### config.mk
export PLATFORM = sky130hd
export DESIGN_NAME = ifetch_unit
export DESIGN_NICKNAME = d
export VERILOG_FILES = /design/src/rtl/ifetch_unit.sv
export SDC_FILE = /design/constraint.sdc
export NUM_CORES = 1
export LEC_CHECK = 0
export CORE_UTILIZATION = 35
export DETAILED_ROUTE_END_ITERATION = 6
export MAX_ROUTING_LAYER = met4
export PLACE_DENSITY = 0.65
export SETUP_SLACK_MARGIN = 0.4
export SYNTH_ARGS = -nofsm -noshare
export SYNTH_HDL_FRONTEND = slang
export SYNTH_SLANG_ARGS = --single-unit
export TNS_END_PERCENT = 100
### constraint.sdc
create_clock -name clk -period 6.29 [get_ports clk]
set_clock_uncertainty 0.2 [all_clocks]
set_input_delay 1.258 -clock clk [delete_from_list [all_inputs] [get_ports clk]]
set_output_delay 1.258 -clock clk [all_outputs]
set_load 0.01 [all_outputs]
### src/rtl/ifetch_unit.sv
// ---------------------------------------------------------------------------
// ifetch_unit
//   Instruction-fetch stage feeding the IF/ID register. Owns the PC, fetches
//   from instruction memory under a req/ready handshake, parks a returned word
//   while IF/ID is stalled, and drops in-flight fetches overtaken by a
//   redirect (jr > jump > br_taken).
//
// Ports
//   clk, rst           clock; synchronous active-low reset
//   stall              IF/ID not written this cycle
//   br_taken/br_target branch redirect from ID
//   jump/jump_target   j/jal redirect from ID
//   jr/jr_target       jr redirect from ID
//   imem_req/addr      fetch request; addr held until imem_ready
//   imem_ready/rdata   request completes / instruction word
//   if_instr/if_pc4    instruction and its PC+4 (zero when !if_valid)
//   if_valid           if_instr is real this cycle
//   if_flush           squash IF/ID contents this cycle
// ---------------------------------------------------------------------------
module ifetch_unit #(
    parameter logic [31:0] RESET_PC = 32'h0000_0000
) (
    input  logic        clk,
    input  logic        rst,
    input  logic        stall,
    input  logic        br_taken,
    input  logic [31:0] br_target,
    input  logic        jump,
    input  logic [31:0] jump_target,
    input  logic        jr,
    input  logic [31:0] jr_target,
    output logic        imem_req,
    output logic [31:0] imem_addr,
    input  logic        imem_ready,
    input  logic [31:0] imem_rdata,
    output logic [31:0] if_instr,
    output logic [31:0] if_pc4,
    output logic        if_valid,
    output logic        if_flush
);

    localparam logic [1:0] S_REQ     = 2'd0;
    localparam logic [1:0] S_HOLD    = 2'd1;
    localparam logic [1:0] S_DISCARD = 2'd2;

    logic [1:0]  state_q, state_d;
    logic [31:0] pc_q, pc_d;
    logic [31:0] redir_pc_q, redir_pc_d;
    logic [31:0] hold_instr_q, hold_instr_d;
    logic [31:0] hold_pc4_q, hold_pc4_d;

    logic        redir;
    logic [31:0] target;
    logic [31:0] pc_plus4;

    assign redir    = jr | jump | br_taken;
    assign target   = jr ? jr_target : (jump ? jump_target : br_target);
    assign pc_plus4 = pc_q + 32'd4;   // wraps modulo 2^32

    // Next-state logic
    always_comb begin
        state_d      = state_q;
        pc_d         = pc_q;
        redir_pc_d   = redir_pc_q;
        hold_instr_d = hold_instr_q;
        hold_pc4_d   = hold_pc4_q;
        case (state_q)
            S_REQ: begin
                if (imem_ready) begin
                    if (redir) begin
                        pc_d = target;           // returned word is dropped
                    end else begin
                        pc_d = pc_plus4;
                        if (stall) begin
                            hold_instr_d = imem_rdata;
                            hold_pc4_d   = pc_plus4;
                            state_d      = S_HOLD;
                        end
                    end
                end else if (redir) begin
                    // Request cannot be aborted: remember target, eat the reply.
                    redir_pc_d = target;
                    state_d    = S_DISCARD;
                end
            end
            S_HOLD: begin
                if (redir) begin
                    pc_d    = target;
                    state_d = S_REQ;
                end else if (!stall) begin
                    state_d = S_REQ;             // held word consumed now
                end
            end
            S_DISCARD: begin
                if (redir) redir_pc_d = target;  // latest redirect wins
                if (imem_ready) begin
                    pc_d    = redir ? target : redir_pc_q;
                    state_d = S_REQ;
                end
            end
            default: state_d = S_REQ;
        endcase
    end

    always_ff @(posedge clk) begin
        if (!rst) begin
            state_q      <= S_REQ;
            pc_q         <= RESET_PC;
            redir_pc_q   <= 32'h0;
            hold_instr_q <= 32'h0;
            hold_pc4_q   <= 32'h0;
        end else begin
            state_q      <= state_d;
            pc_q         <= pc_d;
            redir_pc_q   <= redir_pc_d;
            hold_instr_q <= hold_instr_d;
            hold_pc4_q   <= hold_pc4_d;
        end
    end

    // Output logic; everything visible to neighbours is gated off in reset.
    logic        valid_raw;
    logic [31:0] instr_raw;
    logic [31:0] pc4_raw;

    always_comb begin
        valid_raw = 1'b0;
        instr_raw = imem_rdata;
        pc4_raw   = pc_plus4;
        case (state_q)
            S_REQ: valid_raw = imem_ready & ~redir & ~stall;
            S_HOLD: begin
                valid_raw = ~stall & ~redir;
                instr_raw = hold_instr_q;
                pc4_raw   = hold_pc4_q;
            end
            default: valid_raw = 1'b0;
        endcase
    end

    assign imem_req  = rst & (state_q != S_HOLD);
    assign imem_addr = pc_q;
    assign if_valid  = rst & valid_raw;
    assign if_instr  = if_valid ? instr_raw : 32'h0;
    assign if_pc4    = if_valid ? pc4_raw : 32'h0;
    assign if_flush  = rst & redir;

endmodule
==> summary.txt, run 1 <==
Yosys
  • Most used standard cell by instance count after synthesis: sky130_fd_sc_hd__nand2_1
  • Number of register bits inferred by synthesis: 130
  • Warning count from the yosys run: 0
  • Average size of a mapped cell: 7.89 um^2
  • Share of the synthesized area in the top cell type: 31.6%
  • Library cell occupying the most area in the post-synthesis netlist: sky130_fd_sc_hd__dfxtp_1
  • Yosys cell types: 58
  • Post-synthesis async set-or-reset flop share: 0%
  • Syn Nets: 1,185
  • Number of enable-type register cells in the synthesized netlist: 0
  • Most used standard cells in the synthesized netlist: sky130_fd_sc_hd__nand2_1, sky130_fd_sc_hd__dfxtp_1, sky130_fd_sc_hd__o21ai_0
  • Share of synthesized area occupied by flip-flops and latches: 31.6%
  • Gate count after technology mapping: 1,045
  • Dominant cells by area after synthesis: sky130_fd_sc_hd__dfxtp_1, sky130_fd_sc_hd__mux2i_1, sky130_fd_sc_hd__nand2_1
  • Cell area after technology mapping: 8240 um^2
  • Top_reg_cell synth: sky130_fd_sc_hd__dfxtp_1

Timing
  • Fraction of the cycle the final worst path needs: 87.1%
  • Number of endpoints failing setup at the final stage: 0
  • Slew @ Worst Pin: 1090 ps
  • Top achievable clock speed: 183 MHz
  • Shortest period the worst path allows: 5480 ps
  • RSZ-0062 raised after global routing: false
  • Number of failing hold endpoints at the final stage: 0
  • Pins Over Slew Limit: 0
  • Post-Route Setup TNS: 0 ps
  • Minimum hold slack: 263 ps
  • Worst max-slew margin expressed relative to the limit: 27.0%
  • Smallest setup slack after layout: 811 ps

Worst setup path
  • Required time at the worst-slack endpoint: 4830 ps
  • Ordered cell list for the critical path: clkdlybuf4s50_1 > or4b_1 > or3_2 > clkinvlp_4 > buf_4 > o211a_1 > clkdlybuf4s50_1
  • Cell type group with the largest total delay on the critical path: buffers and inverters
  • Reg2reg setup slack: 3040 ps
  • Length in cells of the worst reg-to-reg path: 7
  • Crit-path max FO: 15
  • Crit path DAT: 4020 ps
  • Type of element capturing the critical path: primary output
  • Element type at the critical path start: primary input
  • Dominant cell type by count on the critical path: sky130_fd_sc_hd__clkdlybuf4s50_1
  • Category of the most critical setup path: in2out
  • Reg2reg start: state_q[0]
  • Cell with the largest stage delay on the worst path: sky130_fd_sc_hd__or4b_1
  • CP peak stage delay: 580 ps
  • Buffer and inverter count on the worst path: 4
  • Worst r2r dst: imem_addr[26]

Clock network
  • Largest buffer count on any clock path: 2
  • Number of buffers added by the clock tree synthesis step: 17
  • Clock sink total: 130
  • Total of hold buffers inserted after clock tree synthesis: 0
  • Clock root cell: sky130_fd_sc_hd__clkbuf_16
  • PostCTS Resize Cnt: 0
  • Post-CTS Setup Bufs: 0
  • Deepest level of the CTS H-tree: 4
  • CTS clock-pin slew for the worst setup and hold paths: 60 ps
  • Clock tree from TritonCTS: done
  • Clk_lat worst skew: 420 ps

Floorplan
  • Effective utilization at floorplan: 36.1%
  • X dimension of the die: 155 um
  • Die height: 155 um
  • Core region area: 22,800 um^2
  • Row count: 55
  • I/O pins: 234
  • Die area: 24,200 um^2

Routing
  • Drt pass-1 iters: 4
  • # DRC: 0
  • Starting DRT DRC Count: 464
  • Routed WL: 28,000 um
  • Post-DRT Antenna Nets: 0
  • Via Count: 8,361
  • Post-DR vias/cell: 5.40
  • Average wire per cell in the routed design: 18.0 um

Final layout
  • Number of diodes added for antenna fixing: 0
  • Post-layout instance count excluding filler cells: 1,549
  • Layout overhead on the synthesized area: 37.7%
  • Fraction of layout cells with a size suffix above 1: 9.39%
  • Area of all sequential standard cells: 2600 um^2
  • Combined area of the multi-input logic cells: 5250 um^2
  • Number of fill cells: 2,316
  • Layout net count: 1,363

Global routing
  • Met1 Track Usage GR: 29.0%
  • Layer with the highest usage after global routing: met2
  • Met3 layer usage reported by global route: 4.71%
  • GRT Total Usage: 24.0%
  • Overflow left after global routing: 0
  • Via count of the first global-routing pass: 8,088
  • Maximum number of pins on one net before global-route repair: 68
  • First-pass GRT wire length: 44,000 um
  • Number of antenna violations at the first check in global routing: 0
  • GR Layer Usage met2: 40.6%

Pwr
  • Static leakage: 4.20 nW
  • Power per Cell Area: 250 nW/um^2
  • IR Drop Worst-Case VDD: 157 uV

Min path
  • Endpoint of the worst hold-timing path: hold_instr_q[19]
  • Worst Hold Path Cells: 2
  • HP Class: reg2reg
  • Startpoint of the most critical hold path: hold_instr_q[19]

Placed design
  • Minimum setup slack after placement: 593 ps
  • Half-perimeter wire length after detailed placement: 19,900 um
  • Cells after DPL: 1,517
  • Quantity of I/O buffers inserted on ports: 233
  • Final estimated routing congestion in global placement: 0.832

Run
  • Number of max-cap violations: 0

Outcome
  • Status: completed
## cells in the final DEF, fill, tap and decap left out, types with 11 or more instances in the layout
cell / netlist / layout
sky130_fd_sc_hd__a21boi_0: 38 / 38
sky130_fd_sc_hd__a21oi_1: 47 / 47
sky130_fd_sc_hd__and2_1: 30 / 30
sky130_fd_sc_hd__buf_4: 2 / 19
sky130_fd_sc_hd__clkbuf_16: 0 / 17
sky130_fd_sc_hd__clkdlybuf4s50_1: 0 / 231
sky130_fd_sc_hd__dfxtp_1: 130 / 130
sky130_fd_sc_hd__inv_1: 13 / 12
sky130_fd_sc_hd__mux2_2: 23 / 23
sky130_fd_sc_hd__mux2i_1: 76 / 76
sky130_fd_sc_hd__nand2_1: 163 / 163
sky130_fd_sc_hd__nand3_1: 19 / 19
sky130_fd_sc_hd__nor2_1: 75 / 74
sky130_fd_sc_hd__nor2b_1: 11 / 11
sky130_fd_sc_hd__o211a_1: 22 / 22
sky130_fd_sc_hd__o21ai_0: 97 / 97
sky130_fd_sc_hd__o21ba_2: 21 / 21
sky130_fd_sc_hd__xnor2_1: 19 / 19
## where the power goes
| group | internal [mW] | switching [mW] | total, mW |
|---|---|---|---|
| logic | 0.381 | 0.445 | 0.827 |
| registers | 0.905 | 0.120 | 1.02 |
| clock network | 0.587 | 0.403 | 0.990 |
## registers in the layout, indices dropped and copies added (netlist names)
signal / cells
imem_addr: 32
hold_instr_q: 32
state_q: 2
hold_pc4_q: 32
redir_pc_q: 32
## area by class of cell
class | instances | share of cell area, %
Multi-Input combinational cell | 808 | 46.3
Sequential cell | 130 | 22.9
Timing Repair Buffer | 252 | 21.7
Clock buffer | 17 | 3.75
Tap cell | 313 | 3.45
Clock inverter | 15 | 1.40
Inverter | 14 | 0.496
## cell families (layout without fill, tap and decap cells)
logic type | count (synthesis) | in the layout | synth area share, %
fa+ha+maj | 5 | 5 | 0.759
mux | 99 | 99 | 12.4
flops | 130 | 130 | 31.6
simple gates | 361 | 361 | 20.7
compound gates | 315 | 315 | 26.3
buf+inv | 107 | 298 | 5.27
xor+xnor | 28 | 28 | 2.98
## worst min-delay path, stage by stage (launching register included)
cell                       delay, ps
sky130_fd_sc_hd__dfxtp_1         310
sky130_fd_sc_hd__nand2_1          40
sky130_fd_sc_hd__a21boi_0         60
## how the worst max path moves through the flow
stage / end / cells after the start / from / slack, ps
floorplan: if_pc4[25] / 8 / jump / 1860
global placement: if_pc4[19] / 7 / br_taken / 670
detailed placement: if_pc4[26] / 7 / br_taken / 590
CTS: if_pc4[26] / 7 / br_taken / 590
global route: if_pc4[21] / 7 / br_taken / 650
finish: if_pc4[15] / 7 / br_taken / 810
## routing by layer
| metal | vias to the layer above | share of wire [%] |
|---|---|---|
| met5 | - | 0 |
| met4 | 0 | 1.8 |
| met3 | 33 | 5.7 |
| met2 | 245 | 50 |
| met1 | 3992 | 43 |
| li1 | 4091 | - |
## metrics by stage
stage / instance area [um^2] / utilization [%] / total power, mW
after floorplan: 8240 / - / 1.49
after global placement: 10800 / 47.1 / 1.85
after detailed placement: 10800 / 47.1 / 1.86
after CTS: 11300 / 49.7 / 2.85
after global routing: 11300 / 49.7 / 2.99
final: 11300 / 49.7 / 2.84
Power figures use the tool's default switching activity.
==> run 2: changes to the inputs <==
--- a/config.mk
+++ b/config.mk
@@ -5,10 +5,11 @@
 export SDC_FILE = /design/constraint.sdc
 export NUM_CORES = 1
 export LEC_CHECK = 0
+export CORE_ASPECT_RATIO = 0.7
 export CORE_UTILIZATION = 35
 export DETAILED_ROUTE_END_ITERATION = 6
 export MAX_ROUTING_LAYER = met4
-export PLACE_DENSITY = 0.65
+export PLACE_DENSITY_LB_ADDON = 0.15
 export SETUP_SLACK_MARGIN = 0.4
 export SYNTH_ARGS = -nofsm -noshare
 export SYNTH_HDL_FRONTEND = slang
==> run 2 against run 1 <==
Total power decreased by 0.82%; routed wire length grew 1.4%; global-route usage grew 0.22 points; flip-flop and latch count stayed put; die area is essentially flat; utilization is 0.066 points lower; clock power is 2.4% lower; maximum frequency decreased by 3.7%; cell area decreased by 0.12%.
==> summary.txt, run 2 (synthesis results as in run 1) <==
Floorplan
  • Die area: 24,200 um^2 (about the same)
  • Core region area: 22,800 um^2 (about the same)
  • Row count: 46 (-16%)
  • Die height: 130 um (-16%)
  • Effective utilization at floorplan: 36.1% (about the same)
  • X dimension of the die: 185 um (+19%)
  • I/O pins: 234 (unchanged)

Pwr
  • Power per Cell Area: 249 nW/um^2 (-0.71%)
  • IR Drop Worst-Case VDD: 200 uV (+27%)
  • Static leakage: 4.20 nW (about the same)

Global routing
  • Maximum number of pins on one net before global-route repair: 82 (+21%)
  • GRT Total Usage: 24.2% (+0.22 points)
  • Via count of the first global-routing pass: 7,683 (-5.0%)
  • Number of antenna violations at the first check in global routing: 0 (unchanged)
  • First-pass GRT wire length: 43,600 um (-0.88%)
  • Overflow left after global routing: 0 (unchanged)

Timing
  • Top achievable clock speed: 176 MHz (-3.7%)
  • Post-Route Setup TNS: 0 ps (unchanged)
  • Slew @ Worst Pin: 1120 ps (+24.1 ps)
  • Worst max-slew margin expressed relative to the limit: 25.4% (-1.6 points)
  • Number of failing hold endpoints at the final stage: 0 (unchanged)
  • Number of endpoints failing setup at the final stage: 0 (unchanged)
  • RSZ-0062 raised after global routing: false
  • Pins Over Slew Limit: 0 (unchanged)
  • Shortest period the worst path allows: 5690 ps (+211 ps)
  • Minimum hold slack: 262 ps (-0.596 ps)
  • Fraction of the cycle the final worst path needs: 90.5% (+3.4 points)

Worst setup path
  • Worst r2r dst: imem_addr[23]
  • Category of the most critical setup path: in2out
  • Crit-path max FO: 14 (-1)
  • Type of element capturing the critical path: primary output
  • Length in cells of the worst reg-to-reg path: 8 (+1)
  • Crit path DAT: 4230 ps (+210 ps)
  • Ordered cell list for the critical path: clkdlybuf4s50_1 > or4b_1 > or3_2 > inv_1 > o21ai_0 > o21ba_2 > clkdlybuf4s50_1
  • Reg2reg setup slack: 3020 ps (-20 ps)
  • Dominant cell type by count on the critical path: sky130_fd_sc_hd__clkdlybuf4s50_1
  • CP peak stage delay: 570 ps (about the same)
  • Reg2reg start: state_q[0]
  • Cell with the largest stage delay on the worst path: sky130_fd_sc_hd__or4b_1
  • Required time at the worst-slack endpoint: 4830 ps (about the same)
  • Element type at the critical path start: primary input

Routing
  • Via Count: 8,390 (+0.35%)
  • Post-DR vias/cell: 5.42 (+0.41%)
  • Post-DRT Antenna Nets: 0 (unchanged)
  • # DRC: 0 (unchanged)
  • Average wire per cell in the routed design: 18.3 um (+1.5%)
  • Routed WL: 28,300 um (+1.4%)
  • Starting DRT DRC Count: 564 (+22%)
  • Drt pass-1 iters: 5 (+1)

Final layout
  • Most frequent standard cell in the layout excluding fill and tap cells: sky130_fd_sc_hd__clkdlybuf4s50_1
  • Most frequent cells in the layout: sky130_fd_sc_hd__clkdlybuf4s50_1, sky130_fd_sc_hd__nand2_1, sky130_fd_sc_hd__dfxtp_1
  • Fraction of layout cells with a size suffix above 1: 9.30% (-0.081 points)
  • Layout net count: 1,363 (unchanged)
  • Layout overhead on the synthesized area: 37.6%
  • Number of diodes added for antenna fixing: 0 (unchanged)

Clock network
  • Largest buffer count on any clock path: 2 (unchanged)
  • CTS clock-pin slew for the worst setup and hold paths: 60 ps (about the same)
  • Deepest level of the CTS H-tree: 4 (unchanged)
  • Clock sink total: 130 (unchanged)
  • Clock root cell: sky130_fd_sc_hd__clkbuf_16
  • PostCTS Resize Cnt: 0 (unchanged)
  • Post-CTS Setup Bufs: 0 (unchanged)
  • Clock tree from TritonCTS: done
  • Total of hold buffers inserted after clock tree synthesis: 0 (unchanged)
  • Number of buffers added by the clock tree synthesis step: 17 (unchanged)
  • Clk_lat worst skew: 430 ps (about the same)

Placed design
  • Quantity of I/O buffers inserted on ports: 233 (unchanged)
  • Half-perimeter wire length after detailed placement: 20,000 um (+0.61%)
  • Final estimated routing congestion in global placement: 0.899 (+8.1%)

Min path
  • Worst Hold Path Cells: 2 (unchanged)
  • Startpoint of the most critical hold path: hold_instr_q[31]
  • HP Class: reg2reg
  • Endpoint of the worst hold-timing path: hold_instr_q[31]

Run
  • Number of max-cap violations: 0 (unchanged)

Outcome
  • Status: completed
run 2: power by group:
group	total, mW	internal (mW)	switching [mW]	leakage [nW]
Clock	0.966	0.574	0.393	0.270
Sequential	1.03	0.905	0.120	1.06
Combinational	0.826	0.382	0.444	2.87
run 2: how the worst max path moves through the flow:
stage / from / endpoint / slack, ps / cells past startpoint
after global placement: br_taken / if_pc4[20] / 690 / 7
after detailed placement: br_taken / if_pc4[30] / 630 / 7
after global routing: br_taken / if_pc4[24] / 490 / 7
final: br_taken / if_pc4[30] / 600 / 7
after CTS: br_taken / if_pc4[30] / 630 / 7
after floorplan: jump / if_pc4[25] / 1860 / 8
run 2: area by class of cell:
class	instances	area, um^2
clock buffers	20	467
fillers	2229	11500
clock inverters	12	109
multi-input cells	808	5250
flip-flops and latches	130	2600
repair buffers	252	2460
well taps	312	390
inverters	14	52.6
run 2: worst max-delay path, delay by kind of cell:
family                 cells  cell delay, ps
AOI/OAI and AO/OA          2             450
buffers and inverters      3            1490
and+or+nand+nor            2            1030
run 2: per-layer routing:
layer	share of wire [%]	GRT usage [%]	wire length, um	vias to the layer above
li1	-	-	-	4091
met1	48	32.7	13500	3993
met2	44	37.1	12500	278
met3	7.0	4.99	1990	28
met4	1.2	5.49	340	0
met5	0	-	0	-
run 2: per-stage QoR:
stage / std cells / power (mW) / utilization [%] / worst slack, ps / instance area (um^2)
after floorplan: 1045 / 1.49 / - / 1860 / 8240
after CTS: 1548 / 2.83 / 49.6 / 634 / 11300
after global routing: 1548 / 2.96 / 49.6 / 487 / 11300
after detailed placement: 1516 / 1.86 / 47.1 / 635 / 10800
final: 1548 / 2.82 / 49.6 / 599 / 11300
after global placement: 1516 / 1.86 / 47.1 / 693 / 10800
==> RTL change, RTL diff (settings of run 1) <==
Take the reset off `hold_instr_q` and `hold_pc4_q` and load them in a clocked block of their own.
--- a/src/rtl/ifetch_unit.sv
+++ b/src/rtl/ifetch_unit.sv
@@ -108,13 +108,14 @@
             pc_q         <= RESET_PC;
             redir_pc_q   <= 32'h0;
-            hold_instr_q <= 32'h0;
-            hold_pc4_q   <= 32'h0;
         end else begin
             state_q      <= state_d;
             pc_q         <= pc_d;
             redir_pc_q   <= redir_pc_d;
-            hold_instr_q <= hold_instr_d;
-            hold_pc4_q   <= hold_pc4_d;
         end
+    end
+
+    always_ff @(posedge clk) begin
+        hold_instr_q <= hold_instr_d;
+        hold_pc4_q   <= hold_pc4_d;
     end
 
Formal check against the unedited RTL: same outputs for any inputs over 4 cycles, from zero or initial values and one cycle with rst low; that may be too few to reach the edited logic, so the function may still have changed.
==> RTL change against run 1 <==
First-iteration DRC count increased by 8.2%; via count is 12% lower; power is 2.0% lower; largest power group unchanged; critical endpoint is now if_pc4[12]; highest routed layer unchanged; worst setup slack improved by 0.13 ns; the run now ends with DRC left; area after synthesis is 4.1% lower; final cell count is 13% lower; sequential cell count is the same; wire length decreased by 10%; final area fell by 3.2%; global-route usage is 1.7 points lower; combinational power fell by 9.1%.
==> RTL change: results (changes against run 1) <==
** Routing
- The total length of routed met2 wires was 10500 um (-25%).
- Routed wire length on met3 :: 2000 um (+25%)
- DRC viols :: 23 (+23)
- Detailed router's first-iteration violation count :: 502 (+8.2%)
- Post-detailed-route wirelength per cell :: 18.5 um (+2.5%)
- The sum of routed wire length over all layers came to 25000 um (-10%).
- DR vias/cell :: 5.44 (+0.84%)
- Routed metal-1 wire length :: 12000 um (+1.2%)

** Global route
- The met2 track demand over resource in global routing was 0.322 (-0.0847).
- The first-pass GRT wire length came to 39100 um (-11%).
- Maximum number of pins on one net before global-route repair :: 70 (+2.9%)
- The global router's overall resource usage is 0.223 (-0.0170).
- The met1 capacity usage during global routing is 0.310 (+0.0193).

** Pwr
- The combinational cell fraction of total power came to 0.270 (-0.021).
- Highest ir drop seen on vdd :: 0.000174 V (+11%)
- Internal portion of total power :: 1.90 mW (+1.5%)

** Yosys
- The post-synth net total is 1002 (-15%).
- Number of enable flip-flop cells after synthesis :: 64 (+64)
- Ranked by total cell area, the synthesized netlist is headed by sky130_fd_sc_hd__edfxtp_1 (24%), sky130_fd_sc_hd__dfxtp_1 (17%), sky130_fd_sc_hd__mux2i_1 (9.6%).
- Most numerous cell types in the synthesized netlist :: sky130_fd_sc_hd__nor2_1 (134), sky130_fd_sc_hd__mux2i_1 (76), sky130_fd_sc_hd__a21oi_1 (72)
- The number of distinct standard cells referenced by the synthesized netlist came to 73 (+26%).
- Avg Synthesized Cell Area :: 9.17 um2 (+16%)

** Run status
- The flow ran to the end, but the final reports show violations.
- The checks that failed: DRC.

** Worst setup path
- The slowest stage of the critical path is the sky130_fd_sc_hd__clkdlybuf4s50_1 cell.
- Top fanout value on the critical path :: 49 (+34)
- Crit path DAT :: 3.89 ns (-0.13 ns)
- Reg-to-reg slack, setup :: 2.93 ns (-0.11 ns)
- Capture point of the worst path :: if_pc4[12]

** Placement
- DPL Wire Length :: 18000 um (-9.7%)
- The setup slack at placement is 0.925 ns (+0.332 ns).
- Number of cells in the design after placement :: 1322 (-13%)

** Timing
- Worst Hold Slack :: 0.285 ns (+0.0225 ns)

** Finish
- The fraction of layout instances using a drive strength above 1 was 0.0903 (-0.00353).
- The total number of nets in the final design came to 1201 (-12%).

** Hold path
- For hold timing, the worst endpoint is redir_pc_q[15].
## RTL change: layout make-up
type | count | area (um2)
fillers | 2047 | 11000
clock buffers | 19 | 433
multi-input cells | 645 | 4310
repair buffers | 249 | 2440
clock inverters | 13 | 139
well taps | 280 | 350
flip-flops and latches | 130 | 3240
inverters | 18 | 67.6
## RTL change: logic make-up (layout without fill, tap and decap cells)
| group | count (synthesis) | after routing | synth area share |
|---|---|---|---|
| buffers and inverters | 87 | 299 | 0.0489 |
| and+or+nand+nor | 272 | 272 | 0.166 |
| DFF | 130 | 130 | 0.410 |
| muxes | 102 | 102 | 0.133 |
| adders and majority gates | 5 | 5 | 0.00792 |
| xor gates and xnor gates | 26 | 26 | 0.0288 |
| AOI/OAI and AO/OA | 240 | 240 | 0.205 |
## RTL change: worst max-delay path, delay by kind of cell
kind / cells / cell delay [ns]
compound gates: 1 / 0.28
simple gates: 3 / 0.82
buf+inv: 3 / 1.50
